<file path="src/rtl/fwd_hazard_unit.sv">
// Forwarding and hazard unit for the 5-stage pipeline: computes bypass selects
// in ID, registers them into EX, and detects load-use and MDU RAW/structural stalls.
module fwd_hazard_unit #(
  parameter int NUM_SRC = 2,
  parameter int AW      = 5,
  parameter int MDU_LAT = 4
) (
  input  logic                   clk,
  input  logic                   rst,
  input  logic                   hold,
  input  logic [NUM_SRC*AW-1:0]  id_src,
  input  logic [NUM_SRC-1:0]     id_src_used,
  input  logic                   id_mdu_start,
  input  logic [AW-1:0]          ex_dst,
  input  logic                   ex_regwrite,
  input  logic                   ex_memtoreg,
  input  logic                   ex_mdu_start,
  input  logic [AW-1:0]          mem_dst,
  input  logic                   mem_regwrite,
  output logic [2*NUM_SRC-1:0]   fwd_sel_ex,
  output logic                   stall,
  output logic                   mdu_busy
);

  localparam int CW = $clog2(MDU_LAT + 1);

  typedef enum logic {IDLE, BUSY} mduState_t;

  mduState_t           state, stateNext;
  logic [CW-1:0]       cnt, cntNext;
  logic [AW-1:0]       mduDst, mduDstNext;
  logic [NUM_SRC-1:0]  hit;
  logic [2*NUM_SRC-1:0] fwdSelId;
  logic                loadUse, mduRaw, mduStruct;

  assign mdu_busy = (state == BUSY);

  always_comb begin
    hit = '0;
    for (int i = 0; i < NUM_SRC; i++)
      hit[i] = id_src_used[i] && (id_src[i*AW +: AW] != '0);
  end

  // NOTE: every variable assigned in always_comb gets a default first so no
  // path leaves it unassigned, which would otherwise infer a latch.
  always_comb begin
    fwdSelId = '0;
    loadUse  = 1'b0;
    mduRaw   = 1'b0;
    for (int i = 0; i < NUM_SRC; i++) begin
      // Nearest producer (EX, which will be in MEM) takes priority over MEM.
      if (hit[i] && ex_regwrite && ex_dst == id_src[i*AW +: AW])
        fwdSelId[2*i +: 2] = 2'b10;
      else if (hit[i] && mem_regwrite && mem_dst == id_src[i*AW +: AW])
        fwdSelId[2*i +: 2] = 2'b01;
      if (hit[i] && ex_regwrite && ex_memtoreg && ex_dst == id_src[i*AW +: AW])
        loadUse = 1'b1;
      if (hit[i] && mdu_busy && mduDst == id_src[i*AW +: AW])
        mduRaw = 1'b1;
    end
  end

  assign mduStruct = id_mdu_start && mdu_busy && (cnt > CW'(1));
  assign stall     = (loadUse || mduRaw || mduStruct) && !hold;

  // The MDU scoreboard runs independently of hold: the unit keeps computing.
  always_comb begin
    stateNext  = state;
    cntNext    = cnt;
    mduDstNext = mduDst;
    case (state)
      IDLE: begin
        if (ex_mdu_start) begin
          stateNext  = BUSY;
          cntNext    = CW'(MDU_LAT - 1);
          mduDstNext = ex_dst;
        end
      end
      BUSY: begin
        if (cnt <= CW'(1)) begin
          if (ex_mdu_start) begin
            cntNext    = CW'(MDU_LAT - 1);
            mduDstNext = ex_dst;
          end else begin
            stateNext = IDLE;
            cntNext   = '0;
          end
        end else begin
          cntNext = cnt - CW'(1);
        end
      end
      default: stateNext = IDLE;
    endcase
  end

  // NOTE: sequential state uses non-blocking assignments so every register
  // samples pre-edge values regardless of process evaluation order.
  always_ff @(posedge clk or posedge rst) begin
    if (rst) begin
      state      <= IDLE;
      cnt        <= '0;
      mduDst     <= '0;
      fwd_sel_ex <= '0;
    end else begin
      state  <= stateNext;
      cnt    <= cntNext;
      mduDst <= mduDstNext;
      if (!hold)
        fwd_sel_ex <= stall ? '0 : fwdSelId;
    end
  end

endmodule

</file>
<file path="config.mk">
export PLATFORM = sky130hd
export DESIGN_NAME = fwd_hazard_unit
export DESIGN_NICKNAME = d
export VERILOG_FILES = /design/src/rtl/fwd_hazard_unit.sv
export SDC_FILE = /design/constraint.sdc
export NUM_CORES = 1
export LEC_CHECK = 0
export CORE_ASPECT_RATIO = 0.7
export CORE_MARGIN = 2
export CORE_UTILIZATION = 39
export CTS_CLUSTER_SIZE = 28
export DETAILED_ROUTE_END_ITERATION = 16
export GPL_TIMING_DRIVEN = 0
export PLACE_DENSITY = 0.74
export SYNTH_ARGS = -nofsm -noshare
export SYNTH_HDL_FRONTEND = slang
export SYNTH_SLANG_ARGS = --single-unit
</file>
<file path="constraint.sdc">
create_clock -name clk -period 1.92 [get_ports clk]
set_input_delay 0.384 -clock clk [delete_from_list [all_inputs] [get_ports clk]]
set_output_delay 0.384 -clock clk [all_outputs]
set_load 0.005 [all_outputs]
</file>
Yosys cells after proc, flatten, opt, wreduce, memory -nomap -nowiden
Index checks and enable logic that the tools add are counted.
- bits in registers: 13
- input port bits: 30
- output and inout port bits: 6
- logic and storage cells: 61
- add/sub/neg operators: 1
- magnitude comparators: 2
- eq/ne operators: 8
- multiplexer cells: 19
- bitwise logic cells: 1
- reductions and logical operators: 26
- operators with widths (operator ; count):
    5-bit equality test ; 6
    1-bit logical AND ; 21
    5-bit two-way mux ; 2
    5-bit one-hot mux with 2 select lines ; 1
    5-bit nonzero test ; 2
    1-bit two-way mux ; 8
    2-bit two-way mux ; 3
    3-bit two-way mux ; 2
    3-bit one-hot mux with 2 select lines ; 1
    4-bit two-way mux ; 1
    3-bit by 1-bit > comparator with 1-bit output (second input constant) ; 1
    3-bit by 1-bit <= comparator with 1-bit output (second input constant) ; 1
    3-bit by 1-bit subtractor with 3-bit output (second input constant) ; 1
    1-bit logical OR ; 2
    2-bit by 1-bit != test with 1-bit output (second input constant) ; 1
    2-bit != test (second input constant) ; 1
    1-bit one-hot mux with 2 select lines ; 1
    1-bit logical NOT ; 1
    1-bit inverter ; 1

Depth between registers and ports, before layout
Gate-level depths: netlist (run 1).
- depth in word-level cells: 11
- depth in mapped cells: 6

Least setup slack after synthesis (run 1)
No wires, ideal clock.
- path type: in2out
- from: input port id_src[3]
- to: output port stall
- arrival time: 1.537 ns
- required time: 1.536 ns
- setup slack: -0.001 ns
- stages: 5
- path buffers: 0
- cells stage by stage: or4_1 o21a_1 and4_4 o21ai_0 a41oi_1
- longest elaborated chain between the ends: 10
- elaborated cells between the ends (all ways): 16
- classes of those cells: 2 x eq/ne; 4 x mux; 10 x reduce/logical
- ends and longest elaborated chain (element ; RTL line ; source):
    start: declaration ; 11 ; input logic [NUM_SRC*AW-1:0] id_src,
    5-bit nonzero test ; 41 ; hit[i] = id_src_used[i] && (id_src[i*AW +: AW] != '0);
    1-bit logical AND ; 41 ;
    1-bit logical AND (3 in series) ; 56 ; if (hit[i] && ex_regwrite && ex_memtoreg && ex_dst == id_src[i*AW +: AW])
    1-bit two-way mux (2 in series) ; 56 ;
    1-bit logical OR (*) (2 in series) ; 64 ; assign stall = (loadUse || mduRaw || mduStruct) && !hold;
    1-bit logical AND (*) ; 64 ;
    end: declaration ; 21 ; output logic stall,
Every way passes the cells marked *; elsewhere a longest branch is shown, timed or not.

Worst setup path in the final report (run 1)
- from: input port id_src[6]
- to: output port stall
- longest elaborated chain between the ends: 9
- elaborated cells between the ends (all ways): 14
- classes of those cells: 2 x eq/ne; 2 x mux; 10 x reduce/logical
- ends and longest elaborated chain (element ; RTL line):
    5-bit nonzero test ; 41
    1-bit logical AND ; 41
    1-bit logical AND (3 in series) ; 56
    1-bit two-way mux ; 56
    1-bit logical OR (*) (2 in series) ; 64
    1-bit logical AND (*) ; 64
Marks and branches as above.

==> reports/qor.yml, run 1 <==
worst_pin_slew_ns: 0.517
hold_viol: 0
track_usage: 0.209
p_sw_uw: 502
core_um2: 2420
synth_top_area_share: 0.331
vias_per_cell: 5.28
p_leak_uw: 0.000648
fin_setup_tns_ns: -0.307
setup_viol: 1
finalCriticalPeriod_ns: 2.23
clock_sinks: 13
switching_share: 0.391
stdcell_count: 180
cellPowerDensity_nw_per_um2: 839
via_count: 950
drtIter0Drc: 45
post_drt_wl_per_cell_um: 15.8
first_global_vias: 996
grt_max_degree: 14
syn-num-nets: 130
grt_pass1_wl_um: 4650
drv_slew: 0
start_util: 0.406
min_period_over_period: 1.16
die_y_um: 46.0
max_freq_mhz: 449
drive_gt1_frac: 0.301
internal_power_uw: 781
clock_power_share: 0.135
cp_max_fo: 4
synth_cell_type_count: 29
critPathSlowestCell: "or4_4"
path_class: "in2out"
rows: 15
nNetsFinal: 179
critPathTopFamily: "simple AND/OR/NAND/NOR gates"
rsz0062_at_grt: "true"
syn_area_per_cell_um2: 10.0
syn_area_um2: 983
n_antenna_cell: 0
yosys_warnings: 0
layout_common_cells: "20 x xor2_1, 20 x clkdlybuf4s50_1, 13 x dfrtp_1"
synth_seq_cells: 13
worst-path-buf-inv: 3
violations: "setup timing"
cts_max_level: 1
max_stage_delay_ns: 0.55
insertion_delay_ns: 0.28
critPathCaptureType: "output port"
synth_seq_area_share: 0.331
grt_antenna_before_repair: 0
async_reset_ff_frac: 1.00
cp_data_arrival_time_ns: 1.84
fin_total_pwr_uw: 1280
cp.required_ns: 1.54
cts_root_buffer: "clkbuf_4"
synth_edf_count: 0
first_pass_iters: 4
drc: 0
vdd.ir_drop.worst_mv: 0.604
synth_cells: 98
setup_ws_ns: -0.307
maxCapViolCount: 0
finalClockSkew_ns: 0.00276
finalWirelength_um: 2850
place_congestion: 0.864
portBuffers: 35
worstSetupStartpointType: "input port"
io-pin-count: 36
hold_path.class: "in2reg"
cts_tree: "done"
cts.path.max_buffers: 2
power_frac_seq: 0.351
placed_cells: 167
synth-main-ff-cell: "dfrtp_1"
synthTopCellsByArea: "dfrtp_1 33%, xor2_1 18%, xnor2_1 8.9%"
cts_buffers: 3
area_growth_pct: 55.5
clk_pin_slew_worst_paths_ns: 0.08
worstPathCellList: "buf_4 -> or4_4 -> o21ai_4 -> buf_6 -> nand4b_1 -> a41oi_2 -> buf_2"
status: "complete, but fails checks"
relSlewSlack: 0.655
power_frac_comb: 0.514
dpl.hpwl_um: 2020
drt.antenna.violating_nets: 0
dieWidth_um: 64.0
gr-total-overflow: 0
die_area_um2: 2950
synth_area_leader_cell: "dfrtp_1"
[final timing paths]
path | start | endpoint | slack (ns) | cells past startpoint
max | id_src[6] | stall | -0.31 | 7
min | ex_dst[4] | mduDst[4] | 0.41 | 2
max reg2reg | cnt[1] | mduDst[2] | 0.07 | 6
min reg2reg | cnt[2] | cnt[2] | 0.54 | 2
max in group asynchronous | rst | mduDst[1] | 1.15 | 2
min in group asynchronous | rst | fwd_sel_ex[3] | 0.43 | 2
[final cells by class]
class / instances / area (µm²)
repair buffers: 44 / 388
clock buffers: 3 / 22.5
fillers: 197 / 892
clock inverters: 1 / 5.00
multi-input cells: 80 / 727
inverters: 4 / 15.0
flip-flops and latches: 13 / 325
plain buffers: 1 / 3.75
well taps: 34 / 42.5
[sequential cells by signal (all words and copies together), names as in the netlist]
| name | cells |
|---|---|
| mduDst | 5 |
| mdu_busy | 1 |
| fwd_sel_ex | 4 |
| cnt | 3 |
[worst register-to-register path, stage by stage, from the launching register on]
cell,delay (ns)
dfrtp_1,0.36
inv_1,0.12
ha_1,0.17
a21oi_1,0.06
o21ai_0,0.39
nand2_1,0.31
mux2_2,0.34
[timing repair]
item / CTS / global route
setup endpoints to repair: 5 / 10
gates cloned: 0 / 0
hold buffers: 0 / 0
setup buffers: 9 / 3
resized for setup: 62 / 15
pin swaps: 10 / 14
[cell usage after synthesis (2+ instances only)]
library cell	number
xor2_1	20
dfrtp_1	13
xnor2_1	10
mux2_2	5
nor3_1	5
nor4_1	5
inv_1	4
nand2_1	4
mux2i_1	3
nand2b_1	3
nand4_1	3
o21ai_0	3
ha_1	2
o211ai_1	2
or4_1	2
[power groups by stage]
| stage | clock (µW) | sequential, µW | combinational (µW) |
|---|---|---|---|
| floorplan | 0 | 442 | 391 |
| global placement | 0 | 455 | 556 |
| detailed placement | 0 | 459 | 587 |
| CTS | 180 | 453 | 612 |
| global route | 202 | 465 | 727 |
| finish | 173 | 451 | 660 |
[metal layers]
layer | share of wire | global-route usage | vias to the layer above
met5 | 0 | 0 | -
met4 | 0.0014 | 0.0565 | 0
met3 | 0.054 | 0.0569 | 2
met2 | 0.48 | 0.356 | 22
met1 | 0.47 | 0.265 | 470
li1 | - | - | 456
[cells by family (layout without fill, tap and decap cells)]
logic type / after synthesis / after routing / share of synthesized area
simple gates: 26 / 26 / 0.158
fa+ha+maj: 2 / 2 / 0.0254
mux: 8 / 8 / 0.0878
flops: 13 / 13 / 0.331
compound gates: 14 / 14 / 0.112
xor+xnor: 30 / 30 / 0.267
buf+inv: 5 / 53 / 0.0191
[per-stage QoR]
stage	hold slack (ns)	util	setup slack, ns	instance area (µm²)
floorplan	0.261	-	0.00878	983
global route	0.386	0.632	-0.358	1530
CTS	0.432	0.623	-0.291	1510
finish	0.409	0.632	-0.307	1530
global placement	0.509	0.568	-1.09	1380
detailed placement	0.528	0.568	-1.12	1380
Note: power is estimated with default switching activity, not from simulation.
==> run 2, diff against run 1 <==
GPL_TIMING_DRIVEN = unset   (was 0)
RECOVER_POWER = 100   (was unset)
==> reports/qor.yml, run 2 (synthesized netlist as in run 1, its figures left out) <==
first_pass_iters: 4
area_growth_pct: 70.6
gr-total-overflow: 0
reg2reg_to: "fwd_sel_ex[1]"
critPathCaptureType: "output port"
cellPowerDensity_nw_per_um2: 822
nNetsFinal: 203
finalCriticalPeriod_ns: 2.19
finalClockSkew_ns: 0.00468
cts_tree: "done"
grt_antenna_before_repair: 0
track_usage: 0.220
whs_endpoint: "mduDst[2]"
p_sw_uw: 529
portBuffers: 35
vias_per_cell: 5.06
stdcell_count: 204
cp_max_fo: 2
core_um2: 2420
power_frac_seq: 0.333
worstPathCellList: "buf_6 -> buf_4 -> buf_4 -> xor2_1 -> nor4_1 -> nand4_1 -> a41oi_2 -> buf_2"
finalWirelength_um: 3160
drc: 0
start_util: 0.406
worst_pin_slew_ns: 0.507
max_freq_mhz: 457
hold_path.class: "in2reg"
die_area_um2: 2950
clock_power_share: 0.127
reg2reg_depth: 7
die_y_um: 46.0
drt.antenna.violating_nets: 0
vdd.ir_drop.worst_mv: 0.889
power_frac_comb: 0.539
first_global_vias: 1015
final_common_cell: "buf_4"
status: "complete, but fails checks"
p_leak_uw: 0.000786
clock_sinks: 13
postLayoutCoreUtil: 0.693
rsz0062_at_grt: "true"
met3_length_um: 203
drv_slew: 0
cp.required_ns: 1.54
cts_root_buffer: "clkbuf_4"
rows: 15
hold_viol: 0
path_class: "in2out"
place_congestion: 0.816
relSlewSlack: 0.661
n_fill_cell: 181
wirelength_met1_um: 1370
io-pin-count: 36
violations: "setup timing"
layout_common_cells: "32 x buf_4, 20 x xor2_1, 14 x clkdlybuf4s50_1"
regMostFlops: "mduDst"
reg2reg_slack_ns: 0
drive_gt1_frac: 0.388
max_stage_delay_ns: 0.31
min_from: "ex_dst[2]"
dpl.hpwl_um: 2460
met2_length_um: 1540
top_layer_used: "met4"
min_path_cells: 2
crit_path_frequent_cell: "buf_4"
top_regs: "mduDst (5), fwd_sel_ex (4), cnt (3)"
grt_pass1_wl_um: 4900
min_period_over_period: 1.14
setup_ws_ns: -0.269
switching_share: 0.384
drtIter0Drc: 46
grt_max_degree: 14
cts_max_level: 1
maxCapViolCount: 0
cts_buffers: 3
via_count: 1032
placed_cells: 196
post_cts_hold_buffer_count: 0
whs_ns: 0.420
cts.path.max_buffers: 2
setup_viol: 3
internal_power_uw: 849
critPathSlowestCell: "nor4_1"
cp_data_arrival_time_ns: 1.80
insertion_delay_ns: 0.28
dieWidth_um: 64.0
r2r_start: "mduDst[2]"
n_antenna_cell: 0
largest_register_ff_count: 5
clk_pin_slew_worst_paths_ns: 0.08
post_drt_wl_per_cell_um: 15.5
worstSetupStartpointType: "input port"
[run 2: cell count changes in the layout (fill, tap and decap cells not counted), moves of 2 or more]
cell             before  now
buf_4                10   32
clkdlybuf4s50_1      20   14
dlygate4sd3_1         0    5
clkbuf_2              3    7
nor3_1                0    4
nor3_2                3    0
xnor2_1              10    8
xnor2_2               0    2
[run 2: worst max-delay path, delay by kind of cell]
| family | cells | cell delay [ns] |
|---|---|---|
| xor+xnor | 1 | 0.15 |
| simple gates | 2 | 0.50 |
| buf+inv | 4 | 0.52 |
| compound gates | 1 | 0.25 |
[run 2: repair_timing]
item	4_1_cts	5_1_grt
endpoints found under the setup margin	5	5
hold endpoints to repair	0	0
buffers inserted	2	2
gates resized for setup	42	18
pin swaps	13	15
[run 2: worst max path at each step]
stage / endpoint / from / slack (ns)
2_1_floorplan: stall / id_src[3] / 0.009
3_3_place_gp: stall / id_src[3] / -0.95
3_5_place_dp: stall / id_src[3] / -1.07
4_1_cts: stall / id_src[1] / -0.29
5_1_grt: stall / id_src[1] / -0.28
6_report: stall / id_src[1] / -0.27
[run 2: layout make-up]
type	instances	area [µm²]	share of cell area
repair buffers	69	557	0.332
clock inverters	1	5.00	0.00298
multi-input cells	80	711	0.424
clock buffers	3	22.5	0.0134
inverters	4	15.0	0.00895
well taps	34	42.5	0.0254
flip-flops and latches	13	325	0.194
[run 2: power groups by stage]
stage / registers (µW) / clock network (µW) / logic (µW)
after floorplan: 442 / 0 / 391
after global placement: 457 / 0 / 679
after global routing: 469 / 198 / 814
after detailed placement: 465 / 0 / 718
final: 460 / 176 / 744
after CTS: 459 / 182 / 720
[run 2: layer usage]
metal / vias to the layer above / track usage
li1: 499 / -
met2: 49 / 0.392
met5: - / 0
met3: 4 / 0.0446
met4: 0 / 0.0391
met1: 480 / 0.285
[run 2: metrics by stage]
stage	setup WS [ns]	setup TNS (ns)	instance area [µm²]	total power [µW]
floorplan	0.00878	0	983	834
global placement	-0.945	-2.71	1600	1140
detailed placement	-1.07	-2.99	1600	1180
CTS	-0.287	-0.287	1660	1360
global route	-0.283	-0.299	1680	1480
finish	-0.269	-0.282	1680	1380
==> run 3, diff against run 2 <==
GPL_ROUTABILITY_DRIVEN = 0   (was unset)
==> results of run 3 <==
The final DEF is identical to that of run 2; final timing and power are the same.
